===== src/rtl/arbiter_rr2.sv =====
// arbiter_rr2 -- two-requester round-robin arbiter.
//
// Grants a shared resource to one of two bus masters. Grants are mutually
// exclusive and decode from a registered state, so they change only on the
// rising edge of clock. A request sampled at edge N shows its grant during
// cycle N+1.
//
// When both masters want the resource, the holder keeps it for at most
// MAX_HOLD consecutive cycles before it is handed to the waiting master.
// MAX_HOLD = 0 disables preemption, so the holder keeps the grant as long as
// it requests.
//
// Handshake: reqX is a level. The requester holds it high until its work is
// done. gntX high in a cycle means requester X owns the resource for that
// cycle. The arbiter never withdraws a grant except on release, preemption
// or reset.
//
// Ports:
//   clock  in   rising-edge clock
//   reset  in   synchronous reset, active low
//   req0   in   request from requester 0 (level)
//   req1   in   request from requester 1 (level)
//   gnt0   out  grant to requester 0
//   gnt1   out  grant to requester 1
//   busy   out  gnt0 | gnt1
//
// Debug: the FSM state is held in state_q (type arb_state_t) so checkers can
// bind to it.
module arbiter_rr2 #(
  parameter int MAX_HOLD = 8,
  parameter int CNT_W    = 4
) (
  input  logic clock,
  input  logic reset,
  input  logic req0,
  input  logic req1,
  output logic gnt0,
  output logic gnt1,
  output logic busy
);

  typedef enum logic [1:0] {
    IDLE = 2'd0,
    GNT0 = 2'd1,
    GNT1 = 2'd2
  } arb_state_t;

  // hold_cnt counts the cycles after entry into a grant state. It reads
  // MAX_HOLD-1 during the MAX_HOLD-th cycle of a grant. This is where
  // preemption fires.
  localparam logic [CNT_W-1:0] HOLD_LAST = (MAX_HOLD == 0) ? '0 : CNT_W'(MAX_HOLD - 1);
  localparam logic [CNT_W-1:0] HOLD_MAX  = CNT_W'(MAX_HOLD);

  arb_state_t       state_q, state_d;
  logic [CNT_W-1:0] hold_q, hold_d;
  // last_q names the requester that was granted most recently. A tie goes
  // to the other requester.
  logic             last_q, last_d;
  logic             hold_expired;

  // The >= comparison makes preemption work even if the waiting requester
  // rises only after the counter has saturated.
  assign hold_expired = (MAX_HOLD != 0) && (hold_q >= HOLD_LAST);

  always_comb begin
    state_d = state_q;
    hold_d  = hold_q;
    last_d  = last_q;

    case (state_q)
      IDLE: begin
        if (req0 && req1) begin
          state_d = last_q ? GNT0 : GNT1;
        end else if (req0) begin
          state_d = GNT0;
        end else if (req1) begin
          state_d = GNT1;
        end
      end
      GNT0: begin
        if (!req0) begin
          state_d = req1 ? GNT1 : IDLE;
        end else if (req1 && hold_expired) begin
          state_d = GNT1;
        end
      end
      GNT1: begin
        if (!req1) begin
          state_d = req0 ? GNT0 : IDLE;
        end else if (req0 && hold_expired) begin
          state_d = GNT0;
        end
      end
      default: state_d = IDLE;
    endcase

    // Counter and rotation bookkeeping apply to every transition in one
    // place, so each branch above only has to choose a destination.
    if (state_d == IDLE) begin
      hold_d = '0;
    end else if (state_d != state_q) begin
      hold_d = '0;
      last_d = (state_d == GNT1);
    end else if (hold_q != HOLD_MAX) begin
      hold_d = hold_q + CNT_W'(1);
    end
  end

  always_ff @(posedge clock) begin
    if (!reset) begin
      state_q <= IDLE;
      hold_q  <= '0;
      last_q  <= 1'b1;
    end else begin
      state_q <= state_d;
      hold_q  <= hold_d;
      last_q  <= last_d;
    end
  end

  assign gnt0 = (state_q == GNT0);
  assign gnt1 = (state_q == GNT1);
  assign busy = gnt0 | gnt1;

endmodule


===== config.mk =====
export PLATFORM = sky130hd
export DESIGN_NAME = arbiter_rr2
export DESIGN_NICKNAME = d
export VERILOG_FILES = /design/src/rtl/arbiter_rr2.sv
export SDC_FILE = /design/constraint.sdc
export NUM_CORES = 1
export LEC_CHECK = 0
export ABC_AREA = 1
export CORE_AREA = 2 2 39 41
export DETAILED_ROUTE_END_ITERATION = 6
export DIE_AREA = 0 0 41 43
export SKIP_CTS_REPAIR_TIMING = 1
export SKIP_LAST_GASP = 1
export SYNTH_ARGS = -nofsm -noshare
export SYNTH_HDL_FRONTEND = slang
export SYNTH_SLANG_ARGS = --single-unit

===== constraint.sdc =====
create_clock -name clock -period 1.8 [get_ports clock]
set_clock_uncertainty 0.15 [all_clocks]
set_input_delay 0.18 -clock clock [delete_from_list [all_inputs] [get_ports clock]]
set_output_delay 0.18 -clock clock [all_outputs]
set_load 0.03 [all_outputs]

# Word level (Yosys, flattened, before mapping)

Index checks and enable logic that the tools add are counted.

Logic and storage cells: 31
Register bits: 7

Magnitude comparators: 1
Equality and inequality tests: 5
Reduce and logical (&&, ||, !) cells: 7
Bitwise operators: 3
Add/subtract/negate cells: 1
Mux-type cells: 11

Operators with widths:

| kind                                                                                 | number |
|---|---|
| 2-bit two-way mux                                                                    | 9 |
| 2-bit case mux with 3 select lines                                                   | 1 |
| 4-bit by 1-bit adder with 4-bit output (second input constant)                       | 1 |
| 2-bit equality test (second input constant)                                          | 2 |
| 4-bit by 3-bit greater-or-equal comparator with 1-bit output (second input constant) | 1 |
| 2-bit logical NOT                                                                    | 2 |
| 4-bit != test (second input constant)                                                | 1 |
| 1-bit logical AND                                                                    | 3 |
| 3-bit OR reduction                                                                   | 1 |
| 2-bit by 1-bit equality test with 1-bit output (second input constant)               | 1 |
| 2-bit != test                                                                        | 1 |
| 1-bit inverter                                                                       | 2 |
| 2-bit AND reduction                                                                  | 1 |
| 1-bit two-way mux                                                                    | 1 |
| 1-bit OR                                                                             | 1 |

# Depth between registers and ports, before layout

Gate-level depths: netlist of run 1.

Word-level depth: 8
Mapped depth: 15

# Worst setup path before layout of run 1

No wires, ideal clock.

Path kind: register to register
Start point: register state_q[1]
End point: register last_q
Cell stages (with the launch flop): 16
Setup slack: -23 ps
Clock period less this slack: 1823 ps
Path buffers: 0
Arrival: 1554 ps
Required time: 1531 ps
Path through: dfxtp_1 > inv_1 > ha_1 > inv_1 > nor2_1 > nand2_1 > nand2_1 > inv_1 > nand2_2 > nand2_2 > nand2_1 > nand2_2 > nand2_1 > nand2_1 > nand2_1 > nand3_1

Elaborated cells on any way between the ends: 16

RTL lines:

| what                                               | line | RTL |
|---|---|---|
| start, declared                                    | 54   | `arb_state_t state_q, state_d;` |
| start signal, assigned                             | 115  | `state_q <= state_d;` |
| 2-bit by 1-bit equality test with 1-bit output (*) | -    |  |
| net gnt0                                           | 37   | `output logic gnt0,` |
| 2-bit case mux with 3 select lines (*)             | 70   | `case (state_q)` |
| 2-bit logical NOT                                  | 99   | `if (state_d == IDLE) begin` |
| 1-bit inverter (no line)                           | -    |  |
| 2-bit AND reduction (no line)                      | -    |  |
| end signal, assigned                               | 117  | `last_q <= last_d;` |
| end, declared                                      | 58   | `logic last_q, last_d;` |

The timed path passes the listed nets; every way through them passes the cells marked *.
A chain may end at the register's enable or synchronous reset.

# Worst setup path after layout of run 1

Start point: register state_q[0]
End point: register last_q

Cells in the longest elaborated chain, start to end: 7
Elaborated cells on any way between the ends: 16

RTL lines:

| what                               | line | RTL |
|---|---|---|
| 2-bit two-way mux                  | 76   | `end else if (req1) begin` |
| 2-bit two-way mux                  | 74   | `end else if (req0) begin` |
| 2-bit two-way mux                  | 72   | `if (req0 && req1) begin` |
| 2-bit case mux with 3 select lines | 70   |  |
| 2-bit logical NOT                  | 99   |  |
| 1-bit inverter (no line)           | -    |  |
| 2-bit AND reduction (no line)      | -    |  |

Several ways; a longest one is shown, not always the timed one.

==> results by group, run 1 <==
Detailed routing
  • DRT Wirelength: 1080 um
  • DRT antenna net count: 0
  • Via count: 527
  • DR vias/cell: 4.43
  • DR iter-0 viols: 6
  • Drt first pass iters: 2
  • DRC violations left: 0
  • Average wire per standard cell: 9.03 um

Setup path
  • WP data arrival: 1.64 ns
  • Critical R2R Launch: state_q[0]$_SDFF_PN0_
  • CP Cell Sequence: inv_2, ha_1, inv_2, nor2_1, nand2_1, nand3_2, nand2_4, nand2_1, nand2_1, nand2_1, nand2_1, nand2_1, nand3_1
  • Reg2Reg Setup Slack: 0.14 ns
  • Setup crit start kind: flop
  • Crit path max fanout: 4
  • CP Launch Point: state_q[0]$_SDFF_PN0_
  • Cell repeated most along the worst path: nand2_1
  • CP peak stage delay: 0.36 ns
  • Worst Setup End Kind: flop
  • Bufs and invs on worst path: 2
  • Worst Setup Path Type: flop to flop
  • Worst reg2reg endpoint: last_q$_SDFFE_PN1P_
  • Worst Path Required: 1.78 ns
  • Path depth of the worst reg2reg path: 13
  • Family with the most delay on the worst path: simple AND/OR/NAND/NOR gates
  • Slowest CP cell: dfxtp_4

GRT
  • GR Layer Usage met3: 0.0314
  • First-pass GRT wire length: 1780 um
  • Gr usage total: 0.146
  • Residual overflow from global routing: 0
  • Met1 usage: 0.184
  • Initial antenna violation count: 0
  • Largest net degree at the start of global routing: 7
  • Gr busiest metal: met2
  • Grt met2 use: 0.219
  • Vias in the first global route: 480

STA
  • Hold_ws: 0.325 ns
  • Setup-failing EPs final: 0
  • Worst Tran Pin Value: 0.323 ns
  • Fin crit share: 0.922
  • Crit path time final: 1.66 ns
  • Final Hold Fails: 0
  • Slew headroom: 0.784
  • Unrepaired setup endpoints after global routing: no
  • Fin. max-slew vios: 0
  • Maximum operating frequency: 602 MHz

Logic synthesis
  • Synth cell types: 15
  • Seq cells post-synth: 7
  • Ys Warns: 0
  • Mapped Nets: 95
  • Part of the Yosys area used for sequential elements: 0.258
  • Mean Syn Cell Area: 6.39 um^2
  • Synthesized area: 543 um^2
  • Mapped Cells: 85

Final layout
  • Layout cells sized above 1: 0.301
  • Layout Area Growth over Synthesis: 35.7%
  • Final Util: 0.533
  • Diode count: 0
  • Nets: 114
  • Final std cells w/o fill: 119

Power and ir drop
  • Worst VDD drop: 0.565 mV
  • LEAKAGE: 0.399 nW
  • Pwr dens: 979 nW/um^2

Clock tree
  • Clk pin slew, worst setup/hold paths: 0.05 ns
  • TritonCTS buffer count: 3
  • Max clock buf depth: 2
  • Clock latency on the worst-skew pair: 0.24 ns
  • CTS Root Cell: clkbuf_4
  • TritonCTS Sinks: 7
  • CTS tree: done
  • CTS H-tree depth: 1

Floorplanning
  • Die height: 43 um
  • Die area: 1760 um^2
  • # IOs: 7
  • Initial core utilization: 0.392
  • Core box area: 1380 um^2
  • Number of core rows: 14
  • Die X: 41 um

Run
  • Max Cap Viol: 0

Placed design
  • GP Congestion: 0.711
  • # port buffers: 6
  • Inst Count DP: 114
  • Hpwl dp: 853 um

Hold path
  • Min-Delay Endpoint: last_q$_SDFFE_PN1P_
  • HP Class: flop to flop
  • Worst Hold Launch: last_q$_SDFFE_PN1P_
  • Hold Path Depth: 2

Status
  • Status: complete, no violations
==> Yosys cell counts <==
cell type  count  area share
nand2_1       22        0.15
nor2_1        16        0.11
inv_1         10       0.069
dfxtp_1        7        0.26
nand2_2        7       0.081
nand3_1        7       0.065
ha_1           6        0.14
inv_2          2       0.014
xor2_1         2       0.032
a21oi_1        1      0.0092
clkinv_2       1      0.0092
nand3_2        1       0.018
nand4_2        1       0.023
o21ai_1        1      0.0092
or2_2          1       0.012
==> power breakdown <==
| group | switching, mW | internal, mW | total (mW) | leakage, nW |
|---|---|---|---|---|
| clock | 0.0530 | 0.0843 | 0.137 | 0.0150 |
| sequential | 0.0230 | 0.183 | 0.206 | 0.0582 |
| combinational | 0.213 | 0.165 | 0.378 | 0.326 |
| total | 0.289 | 0.433 | 0.722 | 0.399 |
==> sequential cells by signal (all words and copies together), names as in the netlist <==
register / cells
hold_q: 4
last_q: 1
state_q: 2
==> worst register-to-register path, stage by stage, from the launching register on <==
cell and delay (ns):
dfxtp_4 0.36, inv_2 0.09, ha_1 0.18, inv_2 0.05, nor2_1 0.10, nand2_1 0.07
nand3_2 0.10, nand2_4 0.07, nand2_1 0.05, nand2_1 0.08, nand2_1 0.09, nand2_1 0.05
nand2_1 0.05, nand3_1 0.05
==> worst max path at each step <==
stage                                      to  cells past startpoint
after CTS                                gnt1                      3
after global routing      last_q$_SDFFE_PN1P_                     14
after global placement    last_q$_SDFFE_PN1P_                     12
after detailed placement  last_q$_SDFFE_PN1P_                     12
after floorplan           last_q$_SDFFE_PN1P_                     13
final                     last_q$_SDFFE_PN1P_                     13
==> routing by layer <==
metal	vias up	routed length, um
met5	-	0
met3	2	25
met2	6	510
met1	224	527
li1	295	-
met4	0	12
==> cell usage in the layout (no fill, tap or decap), types with 2 or more instances in the layout <==
| cell | n |
|---|---|
| inv_1 | 8 |
| nand3_1 | 7 |
| buf_4 | 9 |
| dlymetal6s2s_1 | 2 |
| nand2_2 | 6 |
| xor2_1 | 2 |
| nand2_1 | 22 |
| nor2_1 | 16 |
| clkdlybuf4s50_1 | 3 |
| inv_2 | 4 |
| ha_1 | 4 |
| dfxtp_1 | 5 |
| clkbuf_4 | 3 |
==> cell type report <==
type                            instances  area, um^2
Clock buffer                            4        26.3
Fill cell                             141         647
Inverter                               13        50.0
Multi-Input combinational cell         65         373
Sequential cell                         7         145
Tap cell                               16        20.0
Timing Repair Buffer                   14         123
==> logic make-up (layout without fill, tap and decap cells) <==
family / Yosys count / count (layout) / synth area share
buffers and inverters: 13 / 31 / 0.0922
xor gates and xnor gates: 2 / 2 / 0.0323
AOI/OAI and AO/OA: 2 / 2 / 0.0184
DFF: 7 / 7 / 0.258
and+or+nand+nor: 55 / 55 / 0.461
adders and majority gates: 6 / 6 / 0.138
==> metrics by stage <==
stage | cell area [um^2] | setup slack (ns) | setup TNS, ns | power [mW]
floorplan | 546 | 0.0253 | 0 | 0.438
global placement | 676 | -0.0402 | -0.0834 | 0.558
global route | 737 | 0.00321 | 0 | 0.788
CTS | 702 | -0.168 | -0.269 | 0.712
detailed placement | 676 | -0.0747 | -0.222 | 0.568
finish | 737 | 0.140 | 0 | 0.722
Power figures use the tool's default switching activity.
==> run 2: changes to the inputs <==
==> constraint.sdc (replaced) <==
create_clock -name clock -period 1.8 [get_ports clock]
set_clock_uncertainty 0.15 [all_clocks]
set_input_delay 0.18 -clock clock [delete_from_list [all_inputs] [get_ports clock]]
set_output_delay 0.18 -clock clock [all_outputs]
set_load 0.02 [all_outputs]
==> run 2 against run 1 <==
Compared with the run above: setup slack got worse by 0.071 ns; routed wire length decreased by 3.2%; via count increased by 0.19%; global-route usage increased by 0.12 points; die area unchanged; sequential share of layout area unchanged; non-clock buffer count increased by 1; cell count increased by 0.84%; critical path depth decreased by 10; critical endpoint is now gnt0.
==> results by group, run 2 (synthesized netlist as in run 1, its figures left out) <==
Detailed routing
  • Drt first pass iters: 4
  • DR iter-0 viols: 7
  • Average wire per standard cell: 8.68 um
  • Via count: 528
  • DR vias/cell: 4.40
  • DRT antenna net count: 0
  • DRC violations left: 0
  • DRT Wirelength: 1040 um

Setup path
  • Crit path max fanout: 4
  • Worst Setup End Kind: primary output
  • Setup crit start kind: flop
  • Critical R2R Launch: state_q[1]$_SDFF_PN0_
  • Worst Path Required: 1.47 ns
  • CP Launch Point: state_q[1]$_SDFF_PN0_
  • Worst Setup Path Type: flop to primary output
  • WP data arrival: 1.40 ns

STA
  • Slew headroom: 0.850
  • Fin crit share: 0.962
  • Worst Tran Pin Value: 0.224 ns
  • Unrepaired setup endpoints after global routing: no
  • Fin. max-slew vios: 0
  • Hold_ws: 0.328 ns
  • Crit path time final: 1.73 ns
  • Final Hold Fails: 0
  • Maximum operating frequency: 578 MHz
  • Setup-failing EPs final: 0
  • Fin Setup TNS: 0 ns

Floorplanning
  • # IOs: 7
  • Number of core rows: 14
  • Die height: 43 um
  • Initial core utilization: 0.392
  • Die X: 41 um
  • Die area: 1760 um^2
  • Core box area: 1380 um^2

Power and ir drop
  • Pwr dens: 960 nW/um^2
  • LEAKAGE: 0.397 nW
  • Worst VDD drop: 0.570 mV

Final layout
  • Most common cell after layout, fill and taps aside: nand2_1
  • Diode count: 0
  • Largest register by flop count: hold_q
  • Final Util: 0.533
  • Layout cells sized above 1: 0.337
  • Most frequent cells in the layout: 21 x nand2_1, 15 x nor2_1, 9 x buf_4
  • Largest registers: hold_q: 4 flops, state_q: 2 flops, last_q: 1 flops
  • Max reg flops: 4
  • Layout Area Growth over Synthesis: 35.7%
  • Nets: 115

Run
  • Max Cap Viol: 0

Hold path
  • Worst Hold Launch: last_q$_SDFFE_PN1P_
  • HP Class: flop to flop

Status
  • Status: complete, no violations

Clock tree
  • CTS Root Cell: clkbuf_4
  • CTS H-tree depth: 1
  • TritonCTS Sinks: 7
  • Max clock buf depth: 2
  • CTS tree: done
  • TritonCTS buffer count: 3
  • Clock latency on the worst-skew pair: 0.24 ns
  • Clk pin slew, worst setup/hold paths: 0.05 ns

GRT
  • Residual overflow from global routing: 0
  • Gr usage total: 0.147
  • First-pass GRT wire length: 1800 um
  • Largest net degree at the start of global routing: 7
  • Vias in the first global route: 478
  • Initial antenna violation count: 0

Placed design
  • # port buffers: 6
  • Hpwl dp: 822 um
  • GP Congestion: 0.704
-- run 2: changes by cell type in the layout (fill, tap and decap cells not counted) --
cell / change
dfxtp_2: +3
dfxtp_1: -2
nand2_2: +2
clkdlybuf4s50_1: +1
dfxtp_4: -1
ha_2: +1
ha_4: -1
nand2_1: -1
nand2_4: -1
nor2_1: -1
nor2_2: +1
-- run 2: critical path, cell delays in order, from the launching register on --
cell	delay, ns
dfxtp_2	0.34
inv_2	0.07
ha_1	0.15
clkdlybuf4s50_1	0.60
-- run 2: worst paths after layout --
| kind | cells past startpoint | slack, ns | endpoint |
|---|---|---|---|
| setup / recovery | 3 | 0.07 | gnt0 |
| setup reg to reg | 15 | 0.17 | last_q$_SDFFE_PN1P_ |
| hold / removal | 2 | 0.33 | last_q$_SDFFE_PN1P_ |
| hold reg to reg | 2 | 0.33 | last_q$_SDFFE_PN1P_ |
-- run 2: metrics by stage --
| step | worst slack, ns | power (mW) | std cells | cell area, um^2 |
|---|---|---|---|---|
| 2_1_floorplan | 0.0602 | 0.422 | 85 | 543 |
| 3_3_place_gp | -0.0856 | 0.559 | 115 | 683 |
| 3_5_place_dp | -0.0618 | 0.560 | 115 | 683 |
| 4_1_cts | -0.142 | 0.703 | 119 | 709 |
| 5_1_grt | 0.00235 | 0.778 | 120 | 737 |
| 6_report | 0.0687 | 0.707 | 120 | 737 |
-- run 2: area by class of cell --
| cell class | instances | area [um^2] |
|---|---|---|
| Fill cell | 135 | 647 |
| Multi-Input combinational cell | 65 | 363 |
| Sequential cell | 7 | 145 |
| Timing Repair Buffer | 15 | 133 |
| Inverter | 13 | 50.0 |
| Clock buffer | 4 | 26.3 |
| Tap cell | 16 | 20.0 |
-- run 2: power breakdown --
group | switching (mW) | internal, mW | leakage [nW]
sequential | 0.0213 | 0.184 | 0.0588
combinational | 0.196 | 0.170 | 0.323
clock | 0.0516 | 0.0842 | 0.0150
total | 0.269 | 0.439 | 0.397
-- run 2: routing by layer --
metal / vias up / GRT usage / part of all wire / routed length (um)
li1: 295 / - / - / -
met1: 227 / 0.201 / 0.51 / 530
met2: 6 / 0.206 / 0.47 / 485
met3: 0 / 0.0471 / 0.024 / 25
met4: 0 / 0.0600 / 0 / 0
met5: - / 0 / 0 / 0
